===== config.mk =====
export PLATFORM = sky130hd
export DESIGN_NAME = regfile_wb_unit_flat
export DESIGN_NICKNAME = d
export VERILOG_FILES = /design/src/rtl/regfile_wb_unit_pkg.sv /design/src/rtl/regfile_wb_unit_if.sv /design/src/rtl/regfile_wb_unit_wb_fifo.sv /design/src/rtl/regfile_wb_unit.sv /design/src/flat_wrapper.sv
export SDC_FILE = /design/constraint.sdc
export NUM_CORES = 1
export LEC_CHECK = 0
export CAP_MARGIN = 20
export CORE_MARGIN = 4
export CORE_UTILIZATION = 25
export CTS_CLUSTER_DIAMETER = 50
export DETAILED_ROUTE_END_ITERATION = 8
export GPL_TIMING_DRIVEN = 0
export PLACE_DENSITY = 0.54
export SETUP_SLACK_MARGIN = 0.3
export SLEW_MARGIN = 40
export SYNTH_ARGS = -nofsm -noshare
export SYNTH_HDL_FRONTEND = slang
export SYNTH_SLANG_ARGS = --single-unit

===== constraint.sdc =====
create_clock -name clk -period 6.5 [get_ports clk]
set_clock_uncertainty 0.05 [all_clocks]
set_input_delay 0.975 -clock clk [delete_from_list [all_inputs] [get_ports clk]]
set_output_delay 0.975 -clock clk [all_outputs]
set_load 0.05 [all_outputs]

===== src/rtl/regfile_wb_unit_pkg.sv =====
// regfile_wb_unit_pkg: shared constants and types for the register-file writeback front end.
package regfile_wb_unit_pkg;
    localparam int N_REGS = 32;
    localparam int DATA_W = 64;
    localparam int REG_AW = $clog2(N_REGS);
    typedef struct packed {
        logic [REG_AW-1:0] rd;
        logic [DATA_W-1:0] data;
    } wb_entry;
    typedef enum logic [1:0] {WB_NONE, WB_ALU, WB_MEM} wb_src;
endpackage


===== src/rtl/regfile_wb_unit_if.sv =====
// regfile_wb_unit_if: ALU/issue/load inputs, register-file write port, scoreboard and read ports.
interface regfile_wb_unit_if #(
    parameter int N = regfile_wb_unit_pkg::N_REGS,
    parameter int SIZE = regfile_wb_unit_pkg::DATA_W
);
    import regfile_wb_unit_pkg::*;
    localparam int AW = $clog2(N);
    logic alu_valid;
    logic [AW-1:0] alu_rd;
    logic [SIZE-1:0] alu_data;
    logic issue_valid;
    logic [AW-1:0] issue_rd;
    logic mem_valid;
    logic mem_ready;
    logic [AW-1:0] mem_rd;
    logic [SIZE-1:0] mem_data;
    logic flush;
    logic we;
    logic [AW-1:0] rw;
    logic [SIZE-1:0] din;
    logic [N-1:0] busy;
    logic [AW-1:0] ra, rb;
    logic [SIZE-1:0] da_rf, db_rf;
    logic [SIZE-1:0] da, db;
    wb_src src;
    modport master (
        output alu_valid, alu_rd, alu_data, issue_valid, issue_rd, mem_valid, mem_rd, mem_data,
               flush, ra, rb, da_rf, db_rf,
        input  mem_ready, we, rw, din, busy, da, db, src
    );
    modport slave (
        input  alu_valid, alu_rd, alu_data, issue_valid, issue_rd, mem_valid, mem_rd, mem_data,
               flush, ra, rb, da_rf, db_rf,
        output mem_ready, we, rw, din, busy, da, db, src
    );
endinterface


===== src/rtl/regfile_wb_unit_wb_fifo.sv =====
// wb_fifo: synchronous FIFO of writeback entries; wrap-bit pointers, push allowed when full if popping.
module wb_fifo
    import regfile_wb_unit_pkg::*;
#(
    parameter type T = wb_entry,
    parameter int DEPTH = 4
) (
    input  logic clk,
    input  logic rst_n,
    input  logic push,
    input  logic pop,
    input  logic flush,
    input  T     din,
    output T     head,
    output logic full,
    output logic empty
);
    localparam int AW = $clog2(DEPTH);
    logic [AW:0] wp, rp;
    logic do_push, do_pop;
    T mem [DEPTH];
    assign empty = wp == rp;
    assign full = (wp[AW] != rp[AW]) && (wp[AW-1:0] == rp[AW-1:0]);
    assign head = mem[rp[AW-1:0]];
    assign do_pop = pop && !empty;
    assign do_push = push && (!full || do_pop);
    always_ff @(posedge clk) begin
        if (do_push) mem[wp[AW-1:0]] <= din;
    end
    always_ff @(posedge clk) begin
        if (!rst_n || flush) begin
            wp <= '0;
            rp <= '0;
        end else begin
            if (do_push) wp <= wp + 1'b1;
            if (do_pop) rp <= rp + 1'b1;
        end
    end
endmodule


===== src/rtl/regfile_wb_unit.sv =====
// regfile_wb_unit: drives the register-file write port from ALU results and buffered loads, tracks pending loads.
// Define WB_FORWARD_EN to forward the in-flight write onto the DA/DB read ports.
module regfile_wb_unit
    import regfile_wb_unit_pkg::*;
#(
    parameter int N = N_REGS,
    parameter int SIZE = DATA_W,
    parameter int DEPTH = 4
) (
    input logic clk,
    input logic rst_n,
    regfile_wb_unit_if.slave bus
);
    localparam int AW = $clog2(N);
    typedef struct packed {
        logic [AW-1:0] rd;
        logic [SIZE-1:0] data;
    } entry_t;
    entry_t head, mem_in;
    logic full, empty, push, pop;
    logic [N-1:0] set_m, clr_m, busy_nxt;
    assign bus.mem_ready = !full;
    assign mem_in = {bus.mem_rd, bus.mem_data};
    assign push = bus.mem_valid && !full && !bus.flush;
    assign pop = !bus.flush && !bus.alu_valid && !empty;
    wb_fifo #(.T(entry_t), .DEPTH(DEPTH)) u_fifo (
        .clk(clk), .rst_n(rst_n), .push(push), .pop(pop), .flush(bus.flush),
        .din(mem_in), .head(head), .full(full), .empty(empty)
    );
    // An issue to the same register as the popping load wins; x0 is never pending.
    always_comb begin
        set_m = bus.issue_valid ? N'(1) << bus.issue_rd : '0;
        clr_m = pop ? N'(1) << head.rd : '0;
        busy_nxt = ((bus.busy & ~clr_m) | set_m) & ~N'(1);
    end
    always_ff @(posedge clk) begin
        if (!rst_n) begin
            bus.we <= 1'b0;
            bus.rw <= '0;
            bus.din <= '0;
            bus.busy <= '0;
            bus.src <= WB_NONE;
        end else if (bus.flush) begin
            bus.we <= 1'b0;
            bus.busy <= '0;
            bus.src <= WB_NONE;
        end else begin
            bus.busy <= busy_nxt;
            if (bus.alu_valid) begin
                bus.we <= bus.alu_rd != '0;
                bus.rw <= bus.alu_rd;
                bus.din <= bus.alu_data;
                bus.src <= WB_ALU;
            end else if (!empty) begin
                bus.we <= head.rd != '0;
                bus.rw <= head.rd;
                bus.din <= head.data;
                bus.src <= WB_MEM;
            end else begin
                bus.we <= 1'b0;
                bus.src <= WB_NONE;
            end
        end
    end
`ifdef WB_FORWARD_EN
    assign bus.da = (bus.we && bus.rw == bus.ra && bus.ra != '0) ? bus.din : bus.da_rf;
    assign bus.db = (bus.we && bus.rw == bus.rb && bus.rb != '0) ? bus.din : bus.db_rf;
`else
    logic unused_sel;
    assign unused_sel = ^{bus.ra, bus.rb};
    assign bus.da = bus.da_rf;
    assign bus.db = bus.db_rf;
`endif
endmodule


===== src/flat_wrapper.sv =====
// flat-port wrapper written by rule: the top's interface ports become plain ports
module regfile_wb_unit_flat import regfile_wb_unit_pkg::*;
#(
    parameter int N = N_REGS,
    parameter int SIZE = DATA_W,
    parameter int DEPTH = 4
)
  (clk, rst_n, bus_alu_valid, bus_alu_rd, bus_alu_data, bus_issue_valid, bus_issue_rd, bus_mem_valid, bus_mem_rd, bus_mem_data, bus_flush, bus_ra, bus_rb, bus_da_rf, bus_db_rf, bus_mem_ready, bus_we, bus_rw, bus_din, bus_busy, bus_da, bus_db, bus_src);
  regfile_wb_unit_if #(.N(N), .SIZE(SIZE)) bus_i ();
  input logic clk;
  input logic rst_n;
  input wire logic [$bits(bus_i.alu_valid)-1:0] bus_alu_valid;
  input wire logic [$bits(bus_i.alu_rd)-1:0] bus_alu_rd;
  input wire logic [$bits(bus_i.alu_data)-1:0] bus_alu_data;
  input wire logic [$bits(bus_i.issue_valid)-1:0] bus_issue_valid;
  input wire logic [$bits(bus_i.issue_rd)-1:0] bus_issue_rd;
  input wire logic [$bits(bus_i.mem_valid)-1:0] bus_mem_valid;
  input wire logic [$bits(bus_i.mem_rd)-1:0] bus_mem_rd;
  input wire logic [$bits(bus_i.mem_data)-1:0] bus_mem_data;
  input wire logic [$bits(bus_i.flush)-1:0] bus_flush;
  input wire logic [$bits(bus_i.ra)-1:0] bus_ra;
  input wire logic [$bits(bus_i.rb)-1:0] bus_rb;
  input wire logic [$bits(bus_i.da_rf)-1:0] bus_da_rf;
  input wire logic [$bits(bus_i.db_rf)-1:0] bus_db_rf;
  output wire logic [$bits(bus_i.mem_ready)-1:0] bus_mem_ready;
  output wire logic [$bits(bus_i.we)-1:0] bus_we;
  output wire logic [$bits(bus_i.rw)-1:0] bus_rw;
  output wire logic [$bits(bus_i.din)-1:0] bus_din;
  output wire logic [$bits(bus_i.busy)-1:0] bus_busy;
  output wire logic [$bits(bus_i.da)-1:0] bus_da;
  output wire logic [$bits(bus_i.db)-1:0] bus_db;
  output wire logic [$bits(bus_i.src)-1:0] bus_src;
  assign bus_i.alu_valid = bus_alu_valid;
  assign bus_i.alu_rd = bus_alu_rd;
  assign bus_i.alu_data = bus_alu_data;
  assign bus_i.issue_valid = bus_issue_valid;
  assign bus_i.issue_rd = bus_issue_rd;
  assign bus_i.mem_valid = bus_mem_valid;
  assign bus_i.mem_rd = bus_mem_rd;
  assign bus_i.mem_data = bus_mem_data;
  assign bus_i.flush = bus_flush;
  assign bus_i.ra = bus_ra;
  assign bus_i.rb = bus_rb;
  assign bus_i.da_rf = bus_da_rf;
  assign bus_i.db_rf = bus_db_rf;
  assign bus_mem_ready = bus_i.mem_ready;
  assign bus_we = bus_i.we;
  assign bus_rw = bus_i.rw;
  assign bus_din = bus_i.din;
  assign bus_busy = bus_i.busy;
  assign bus_da = bus_i.da;
  assign bus_db = bus_i.db;
  assign bus_src = bus_i.src;
  regfile_wb_unit #(.N(N), .SIZE(SIZE), .DEPTH(DEPTH)) u_core (.clk(clk), .rst_n(rst_n), .bus(bus_i));
endmodule

* Word level (Yosys, flattened, before mapping)
Memories as Yosys holds them, arrays and structs flattened. A register that Yosys moved wholly into a read port is not among the register bits.
Cells that the tools add are included.
W data, S select, Z words.
** Cells by class
- Equal/unequal tests :: 4
- $add $sub $neg :: 2
- Bitwise gates (word level) :: 5
- Reduce and logical (&&, ||, !) cells :: 19
- Muxes and demuxes :: 14
- Shifts and indexed selects :: 2
** Operators with widths (count)
- $mux W64 :: 2
- $mux W32 :: 2
- $shl A1 B5 Y32 const A :: 2
- $and A32 B32 Y32 :: 1
- $not A32 Y32 :: 1
- $or A32 B32 Y32 :: 1
- $mux W5 :: 2
- $reduce_bool A5 Y1 :: 2
- $logic_and A1 B1 Y1 :: 7
- $add A3 B1 Y3 const B :: 2
- $mux W2 :: 3
- $logic_not A1 Y1 :: 5
- $mux W1 :: 5
- $eq A3 B3 Y1 :: 1
- $reduce_or A3 Y1 :: 1
- $eq A2 B2 Y1 :: 1
- $logic_or A1 B1 Y1 :: 2
- $ne A2 B2 Y1 const B :: 1
- $not A1 Y1 :: 2
- $reduce_and A2 Y1 :: 1
- $reduce_or A2 Y1 :: 1
- $ne A1 B1 Y1 :: 1
** Storage, ports and cells
- Register bits :: 110
- Output and inout port bits :: 233
- RAM bits :: 276
- Memories kept :: 1
- Input bits :: 287
- Logic and storage cells :: 56
** Memories
- u_core.u_fifo.mem :: depth 4, bits a word 69, rd ports 1, clocked after memory_dff 1, wr ports 1, RTL line regfile_wb_unit_wb_fifo.sv:21 : T mem [DEPTH];

* Depth between registers and ports, before layout
- Depth in word-level cells :: 8
- Gate-level depth with buffers :: 6
- Mapped depth without buffers :: 5

* Cells and area by module
From an unflattened synthesis, not the netlist that was laid out.
** Second synthesis, totals
- Cell total of the unflattened synthesis :: 1094
- Area, all modules :: 16509.6 µm²
** Modules (own cells, without submodules)
- wb_fifo :: times used 1, seq. area each 8448.1 µm², cells an instance 417, area each 10463.8 µm²
- regfile_wb_unit :: times used 1, seq. area each 2062.0 µm², cells an instance 677, area each 6045.8 µm²

* Worst setup path after synthesis
OpenSTA, ideal clock, no wires.
- Path kind :: input -> register
- From :: input bus_flush
- To :: memory u_core.u_fifo.mem[3][0] in the netlist's numbering (enable)
- Stages :: 2
- Buffers on the path :: 0
- Path slack :: 1.237 ns
- Data arrival time :: 4.673 ns
- Setup time :: 0.541 ns
- Required time :: 5.909 ns
- Path through :: nand3b_1 a31oi_1
** Between the ends
- Longest elaborated chain between the ends :: 8
- Elaborated cells between the ends (all ways) :: 9
- Those cells by class :: mux (2); reduce/logical (7)
** RTL lines
- from (decl) :: RTL line flat_wrapper.sv:20 : input wire logic [$bits(bus_i.flush)-1:0] bus_flush;
- $logic_not A1 Y1 * :: RTL line regfile_wb_unit.sv:24, regfile_wb_unit.sv:25
- $logic_and A1 B1 Y1 (2 in series) :: RTL line regfile_wb_unit.sv:25 : assign pop = !bus.flush && !bus.alu_valid && !empty;
- $logic_and A1 B1 Y1 :: RTL line regfile_wb_unit_wb_fifo.sv:25 : assign do_pop = pop && !empty;
- $logic_or A1 B1 Y1 :: RTL line regfile_wb_unit_wb_fifo.sv:26 : assign do_push = push && (!full || do_pop);
- $logic_and A1 B1 Y1 * :: RTL line regfile_wb_unit_wb_fifo.sv:26
- $mux W1 * :: RTL line regfile_wb_unit_wb_fifo.sv:28 : if (do_push) mem[wp[AW-1:0]] <= din;
- $mux W1 (not written as such) * :: RTL line regfile_wb_unit_wb_fifo.sv:28
- to (decl) :: RTL line regfile_wb_unit_wb_fifo.sv:21
Every way passes the cells marked *; elsewhere a longest branch is shown, timed or not.

* Worst setup path after layout
- From :: register u_core.u_fifo.wp[2]
- To :: output bus_mem_ready
** Between the ends
- Longest elaborated chain between the ends :: 3
** RTL lines
- from (decl) :: RTL line regfile_wb_unit_wb_fifo.sv:19 : logic [AW:0] wp, rp;
- from (signal assigned) :: RTL line regfile_wb_unit_wb_fifo.sv:35 : if (do_push) wp <= wp + 1'b1;
- $ne A1 B1 Y1 :: RTL line regfile_wb_unit_wb_fifo.sv:23 : assign full = (wp[AW] != rp[AW]) && (wp[AW-1:0] == rp[AW-1:0]);
- $logic_and A1 B1 Y1 :: RTL line regfile_wb_unit_wb_fifo.sv:23
- $logic_not A1 Y1 :: RTL line regfile_wb_unit.sv:22 : assign bus.mem_ready = !full;
- to (decl) :: RTL line flat_wrapper.sv:25 : output wire logic [$bits(bus_i.mem_ready)-1:0] bus_mem_ready;
Every way passes these cells.

==> summary.txt <==
Outcome
  – Status: finished, final reports clean

Yosys
  – Ys flop type: edfxtp_1
  – Sequential element share of the synthesized area: 66.6%
  – Syn_nets: 1398
  – Mean Syn Cell Area: 14.3 µm²
  – Syn Std Cell Area: 0.0158 mm²
  – Yosys top cell by area: edfxtp_1
  – Seq cells post-synth: 387
  – Post-synth top area share: 52.5%
  – Ys async rst share: 0%
  – Area contributors post-synth: edfxtp_1 52%, dfxtp_1 14%, mux4_2 9.7%
  – Most frequent cell after synthesis: edfxtp_1
  – Top cells by count, synth: 276 x edfxtp_1, 171 x nand2_1, 134 x buf_4, 111 x dfxtp_1, 70 x a31oi_1
  – Yosys cell types: 48
  – Post-synth EDFFs: 276
  – Cells after Synth: 1106
  – Yosys warns: 0

Power and ir drop
  – Sequential fraction of design power: 43.0%
  – Comb power frac: 13.6%
  – Switch Pwr: 1.65 mW
  – Sw Ratio: 26.0%
  – PwrDens: 282 mW/mm²
  – Int Pwr: 4.71 mW
  – Maximum vdd drop: 0.175 mV
  – Leakage: 7.64 nW
  – Power Total: 6.36 mW
  – Clock network power share: 43.4%

Final layout
  – Share of cells above drive strength 1: 20.7%
  – Fin cells: 2431
  – Final #Nets: 1843
  – Layout area overhead: 43.1%
  – Final core occ: 36.3%
  – Final instance area: 0.0226 mm²

Clocking
  – CTS sink count: 387
  – Skew-Pair Late Insertion Delay: 0.58 ns
  – CTS resizes: 0
  – CTS clock-pin slew for the worst setup and hold paths: 0.06 ns
  – Number of buffers created by CTS: 50
  – Max Root-Sink Buffers: 3
  – CTS tree: yes
  – H-tree levels: 2
  – Post-CTS Setup Inserts: 0
  – Hold_buf cts: 0
  – Root Driver: clkbuf_16

STA
  – Worst Slack Setup Final: 2.99 ns
  – Setup TNS: 0 ns
  – Hold_ws: 0.463 ns
  – Maximum clock frequency: 285 MHz
  – Final Hold Vio Count: 0
  – Slew HR: 49.1%
  – RSZ-0062 raised after global routing: no
  – Worst-Margin Slew: 0.762 ns
  – Slew Limit Fails: 0
  – Fin crit share: 54.0%
  – Final setup viols: 0
  – Min Tclk post-route: 3.51 ns

Worst setup path
  – Kind of critical path: register to output pin
  – Worst R2R Setup Slack: 3.88 ns
  – Req. time, crit path: 5.47 ns
  – Termination of the worst setup path: bus_mem_ready
  – Slowest stage cell, crit path: clkdlybuf4s50_1
  – Worst Setup SP: u_core.u_fifo.wp[2]
  – Worst Setup End Kind: output pin
  – Max incr delay on CP: 0.81 ns
  – FF-to-FF path depth: 6
  – CP Data Arrival Time: 2.49 ns
  – Worst r2r dst: u_core.bus.din[46]
  – Max Fanout on Critical Path: 5
  – Startpoint Class: register
  – CP Cell Sequence: xor2_1, nand3_1, clkdlybuf4s50_1
  – RR Startpoint: u_core.u_fifo.wp[0]

Die
  – Die area: 0.0672 mm²
  – Site Rows: 91
  – Starting Density: 25.4%
  – Core ar.: 0.0622 mm²
  – # IOs: 520
  – Chip Width: 259 µm
  – Die Span Y: 259 µm

Placement
  – IO buf count: 380
  – Inst Count DP: 2336
  – DP HPWL: 40600 µm
  – DP Area: 0.0209 mm²
  – GPL Wtd Cong: 0.806
  – Dpl ws: 2.79 ns

Global routing
  – First-pass GRT wire length: 76200 µm
  – Initial antenna violation count: 15
  – Largest net degree at the start of global routing: 33
  – Number of global-route vias before repair: 11248
  – Tot GR Track Use: 15.4%
  – GRT overflow: 0

Detailed routing
  – Via count: 10820
  – Routed WL: 54000 µm
  – Initial DRC count: 607
  – Antenna Nets Post-Route: 0
  – First-pass detailed-route iteration total: 4
  – Vias per cell: 4.45
  – Average routed wire per standard cell: 22.2 µm
  – Top Metal Used: met5
  – DR DRC count: 0
  – Metal2 WL: 28400 µm
  – Wire length on met3: 4400 µm
  – Met1 wire length: 19700 µm

Hold path
  – Min-delay worst type: register to register
  – Hold Crit Depth: 1
  – Hold_sp: u_core.bus.rw[3]

Flow run
  – Max-cap violation count: 0
[power by group through the flow]
stage	Clock (mW)	Combinational (mW)	Sequential, mW
global route	2.94	0.912	2.74
floorplan	0	0.375	2.92
global placement	0	0.863	2.79
detailed placement	0	0.875	2.79
CTS	2.85	0.877	2.74
finish	2.76	0.864	2.74
[layer usage]
metal,track usage (%),vias to the layer above
met2,28.6,425
met1,16.9,5320
li1,-,4961
met3,4.59,96
met5,0,-
met4,4.66,18
[layout by cell type (no fill, tap or decap), types with 14 or more instances in the layout]
cell and instances:
edfxtp_1 276, clkdlybuf4s50_1 380, clkbuf_16 52, clkbuf_1 55, nand2_1 171, dfxtp_1 111
o21ai_0 69, a31oi_1 69, a311oi_1 31, a21oi_1 32, mux4_2 68, buf_4 134
nor2_1 14
[how the worst min path moves through the flow]
stage                           to
2_1_floorplan  u_core.u_fifo.wp[1]
3_3_place_gp      u_core.bus.rw[3]
3_5_place_dp      u_core.bus.rw[3]
4_1_cts        u_core.bus.busy[22]
5_1_grt        u_core.bus.busy[18]
6_report          u_core.bus.rw[3]
[cell families after synthesis]
kind of cell	Yosys count	share of synthesized area, %
other	1	0.0238
multiplexers	72	9.97
adder cells (fa/ha/maj)	5	0.396
buffers and inverters	199	8.05
AND/OR/NAND/NOR	221	6.20
flip-flops	387	66.6
AO/OA/AOI/OAI	211	8.24
XOR/XNOR	10	0.555
[critical path, delay by kind of cell, from the launching register on]
family / cells / cell delay (ns)
xor+xnor: 1 / 0.48
simple gates: 1 / 0.22
buf+inv: 1 / 0.81
flops: 1 / 0.40
[sequential cells by signal, indices dropped and copies added, names as in the netlist, named ones only]
signal / flops
u_core.bus.rw: 5
u_core.u_fifo.rp: 3
u_core.bus.we: 1
u_core.u_fifo.mem: 276
u_core.bus.busy: 31
u_core.u_fifo.wp: 3
u_core.bus.din: 64
u_core.bus.src: 2
[final cells by class]
class / count / area (µm²)
fill: 6004 / 39600
sequential: 387 / 10500
multi-input combinational: 520 / 4040
timing repair buffer: 393 / 4030
clock buffer: 67 / 1410
buffer: 196 / 1260
tap: 837 / 1050
clock inverter: 26 / 278
inverter: 3 / 11.3
antenna: 2 / 5.00
No activity file was read; power rests on OpenSTA's default activity.
==> edit 1: new RTL, config.mk and constraints unchanged <==
The option `WB_FORWARD_EN` is turned on by a define.
--- a/src/rtl/regfile_wb_unit.sv
+++ b/src/rtl/regfile_wb_unit.sv
@@ -1,4 +1,6 @@
 // regfile_wb_unit: drives the register-file write port from ALU results and buffered loads, tracks pending loads.
 // Define WB_FORWARD_EN to forward the in-flight write onto the DA/DB read ports.
+`define WB_FORWARD_EN
+
 module regfile_wb_unit
     import regfile_wb_unit_pkg::*;
Function: changed (Yosys sat finds a counterexample within 4 cycles, from zero or initial values and one cycle with rst_n low).
==> edit 1 against the original RTL <==
  * Worst hold slack worse by 0.016 ns
  * Design area up 9.1%
  * Via count up 11%
  * Critical path type is now in -> out
  * Worst setup slack worse by 1.6 ns
  * Count of clock-buffer cells in the layout up 1
  * Die area up 3.9%
  * Wire length up 8.2%
  * Power up 3.1%
  * Sequential cell count unchanged
  * Synthesized area up 4.0%
  * Critical endpoint is now bus_db[50]
==> edit 1: results (changes against the original RTL) <==
* Outcome: completed
* Met2 wire length at 29100 um (+2.3%)
* ClkCell Share at 7.05% (-0.41 points)
* TritonRoute pass-1 iters at 5 (+1)
* Share of layout cells above drive strength 1 at 19.7% (-0.99 points)
* Leak at 8.18 nW (+7.1%)
* Syn avg cell area at 14.8 um2 (+3.8%)
* Hold EP: u_core.bus.busy[11]$_SDFF_PP0_
* Antenna diode count at 4 (+2)
* Post-Synth XOR/XNOR Area at 0.800% (+0.24 points)
* Seq area share at 42.6% (-3.9 points)
* Vias in the first global route at 13000 (+15%)
* R2R Path Start: u_core.u_fifo.wp[1]$_SDFFE_PP0P_
* Nets at 1982 (+7.5%)
* Initial antenna violation count at 11 (-4)
* #MultiIn Comb at 635 (+22%)
* Footprint of the multi-input gates at 5540 um2 (+37%)
* TAP cells at 855 (+2.2%)
* Top post-synthesis cells by area: edfxtp_1 50%, dfxtp_1 14%, mux4_2 9.5%, mux2_2 8.8%, a311oi_1 3.7%
* WL final at 58400 um (+8.2%)
* Syn_nets at 1401 (+0.21%)
* Post-synth top cells: 276 x edfxtp_1, 146 x nand2_1, 128 x mux2_2
* Synth Area in Compound Gates at 6.30% (-1.9 points)
* Adder-Cell Fraction of Synth Area at 0.381% (-0.015 points)
* Worst relative slew slack at 43.7% (-5.3 points)
* CP arrival at 4.04 ns (+1.55 ns)
* Met3 Routed Length at 3390 um (-23%)
* NonClk Buf Share at 23.4% (-0.043 points)
## edit 1: cell types whose count changed after synthesis, moves of 13 or more
cell,change
nor2_1,+79
buf_2,+21
buf_4,-133
nand3_1,+13
a32o_1,+31
mux2_2,+126
nand4_1,+16
a311oi_1,+38
o21ai_0,-67
a31oi_1,-68
nand2_1,-25
a21oi_1,-31
## edit 1: how the worst max path moves through the flow
stage | start | cells past startpoint | to | slack (ns)
after floorplan | bus_rb[4] | 6 | bus_db[10] | 2.95
after global placement | bus_ra[3] | 7 | bus_da[52] | 0.07
after detailed placement | bus_ra[3] | 8 | bus_da[50] | 1.39
after CTS | bus_ra[3] | 8 | bus_da[50] | 1.37
after global routing | bus_rb[4] | 9 | bus_db[50] | 1.28
final | bus_rb[2] | 9 | bus_db[50] | 1.43
## edit 1: kinds of logic after synthesis
logic type | after synthesis
other cells | 1
simple gates | 302
fa+ha+maj | 5
xor+xnor | 15
compound gates | 113
mux | 199
buf+inv | 87
flops | 387
## edit 1: metrics by stage
step           area (um2)  total power [W]  hold slack, ns  utilization [%]  setup WS, ns
2_1_floorplan       16400          0.00332           0.412                -          2.95
3_3_place_gp        22700          0.00377           0.438             35.0        0.0664
3_5_place_dp        22900          0.00379           0.440             35.4          1.39
4_1_cts             24600          0.00665           0.451             38.1          1.37
5_1_grt             24700          0.00680           0.465             38.1          1.28
6_report            24700          0.00656           0.447             38.1          1.43
## edit 1: report_power, final
group	switching [W]	internal, W
Sequential	0.0000588	0.00271
Combinational	0.000553	0.000406
Clock	0.00109	0.00174
Total	0.00171	0.00485
==> edit 2: new RTL, config.mk and constraints unchanged <==
Made on the original files. Reset style: asynchronous (`rst_n`), changed in one clocked block.
--- a/src/rtl/regfile_wb_unit.sv
+++ b/src/rtl/regfile_wb_unit.sv
@@ -34,5 +34,5 @@
         busy_nxt = ((bus.busy & ~clr_m) | set_m) & ~N'(1);
     end
-    always_ff @(posedge clk) begin
+    always_ff @(posedge clk or negedge rst_n) begin
         if (!rst_n) begin
             bus.we <= 1'b0;
Check against the original RTL: not settled (the Yosys comparison gave no result); the edit may change what the design does.
==> edit 2 against the original RTL <==
  * Non-clock buffer count fell by 19
  * Synthesized area rose by 2.6%
  * Final cell count fell by 2.3%
  * Power rose by 11%
  * Sequential cell count did not move
  * Synthesized cell count fell by 7.5%
  * Clock power rose by 14%
  * Via count fell by 3.9%
  * Sequential share of layout area rose by 0.88 points
  * Worst setup slack got worse by 0.15 ns
  * Wire length rose by 4.2%
  * Highest routed layer unchanged
  * Critical path type unchanged
  * Combinational power rose by 30%
  * Design area rose by 3.0%
==> edit 2: results (changes against the original RTL) <==
* Outcome: completed
* DR iter-0 viols at 556 (-8.4%)
* Worst slew pin tran at 0.832 ns (+0.0707 ns)
* TritonCTS Buffers at 56 (+12%)
* TritonRoute pass-1 iters at 7 (+3)
* TNS Setup at 0 ns (unchanged)
* Gr usage total at 15.8% (+0.44 points)
* Footprint of the multi-input gates at 3960 um2 (-2.0%)
* Layout filler cell count at 6134 (+2.2%)
* Vias/cell at 4.37 (-1.7%)
* Clock buffers at 68 (+1.5%)
* Area after DPL at 21200 um2 (+1.7%)
* Share of layout cells above drive strength 1 at 22.0% (+1.3 points)
* Worst-path maximum fanout at 7 (+2)
* Worst min path class: in -> async
* Pwr/cell area at 304 nW/um2 (+8.1%)
* Syn_nets at 1315 (-5.9%)
* Worst Reg-to-Reg Cells at 7 (+1)
* VDD IR max at 0.193 mV (+11%)
* GPL Wtd Cong at 0.847 (+5.2%)
* Sequential-to-total area share from yosys stat at 68.1% (+1.5 points)
* Dpl cells at 2263 (-3.1%)
* Maximum number of pins on one net before global-route repair at 57 (+73%)
* #MultiIn Comb at 439 (-16%)
* Synthesized cell area at 16200 um2 (+2.6%)
* Post-synth ARST share at 26.6% (+27 points)
* Final sequential cell count at 387 (unchanged)
* NonClk Buf Share at 22.2% (-1.2 points)
* Post-Synth XOR/XNOR Area at 0.379% (-0.18 points)
* First-pass GRT wire length at 80200 um (+5.2%)
* Top post-synthesis cells by area: edfxtp_1 51%, dfrtp_1 16%, mux4_2 9.5%, buf_4 6.0%, mux2i_1 4.6%
* Post-synth top cells: 276 x edfxtp_1, 129 x buf_4, 103 x dfrtp_1
* Mux contribution to synthesized area at 14.1% (+4.1 points)
* Synth Area in Compound Gates at 4.73% (-3.5 points)
* Non-clock buffers at 570 (-3.2%)
* Vias in the first global route at 11100 (-1.7%)
* Syn avg cell area at 15.8 um2 (+11%)
* ClkCell Share at 8.44% (+0.98 points)
* Nets at 1758 (-4.6%)
* Adder-Cell Fraction of Synth Area at 0.386% (-0.0099 points)
* Antenna diode count at 10 (+8)
* Sequential cell area at 11000 um2 (+4.9%)
* Clk slew on worst S/H paths at 0.06 ns (about the same)
* DP Worst Slack at 2.22 ns (-0.569 ns)
* Max stage delay on crit path at 0.83 ns (+0.02 ns)
[edit 2: cell count changes after synthesis, sizes merged, moves of 6 or more]
| cell | change |
|---|---|
| dfrtp | +103 |
| dfxtp | -103 |
| nand2 | -82 |
| mux2i | +72 |
| a31oi | -70 |
| a311oi | -29 |
| a21oi | -15 |
| o41ai | +14 |
| clkbuf | -8 |
| inv | +8 |
| nor4 | +8 |
| o21ai | +7 |
| a32o | +6 |
[edit 2: path summary, 6_finish.rpt]
| check | slack (ns) | endpoint | from |
|---|---|---|---|
| max | 2.84 | bus_mem_ready | u_core.u_fifo.wp[1]$_SDFFE_PP0P_ |
| max reg2reg | 3.46 | u_core.bus.din[39]$_DFFE_PN0P_ | u_core.u_fifo.wp[1]$_SDFFE_PP0P_ |
| min in group clk | 0.43 | u_core.bus.din[9]$_DFFE_PN0P_ | u_core.bus.din[9]$_DFFE_PN0P_ |
| max in group asynchronous | 5.41 | u_core.bus.busy[3]$_DFF_PN0_ | rst_n |
| min reg2reg | 0.43 | u_core.bus.din[9]$_DFFE_PN0P_ | u_core.bus.din[9]$_DFFE_PN0P_ |
| min | 0.29 | u_core.bus.din[16]$_DFFE_PN0P_ | rst_n |
[edit 2: metal layers]
| metal | up-vias | wire length (um) | global-route usage [%] |
|---|---|---|---|
| li1 | 4683 | - | - |
| met1 | 5152 | 19900 | 16.7 |
| met2 | 429 | 29600 | 28.1 |
| met3 | 110 | 4790 | 5.96 |
| met4 | 20 | 1800 | 6.98 |
| met5 | - | 142 | 0 |
[edit 2: report_power, final]
part / internal (W) / switching [W]
Clock: 0.00195 / 0.00120
Sequential: 0.00276 / 0.0000494
Combinational: 0.000409 / 0.000713
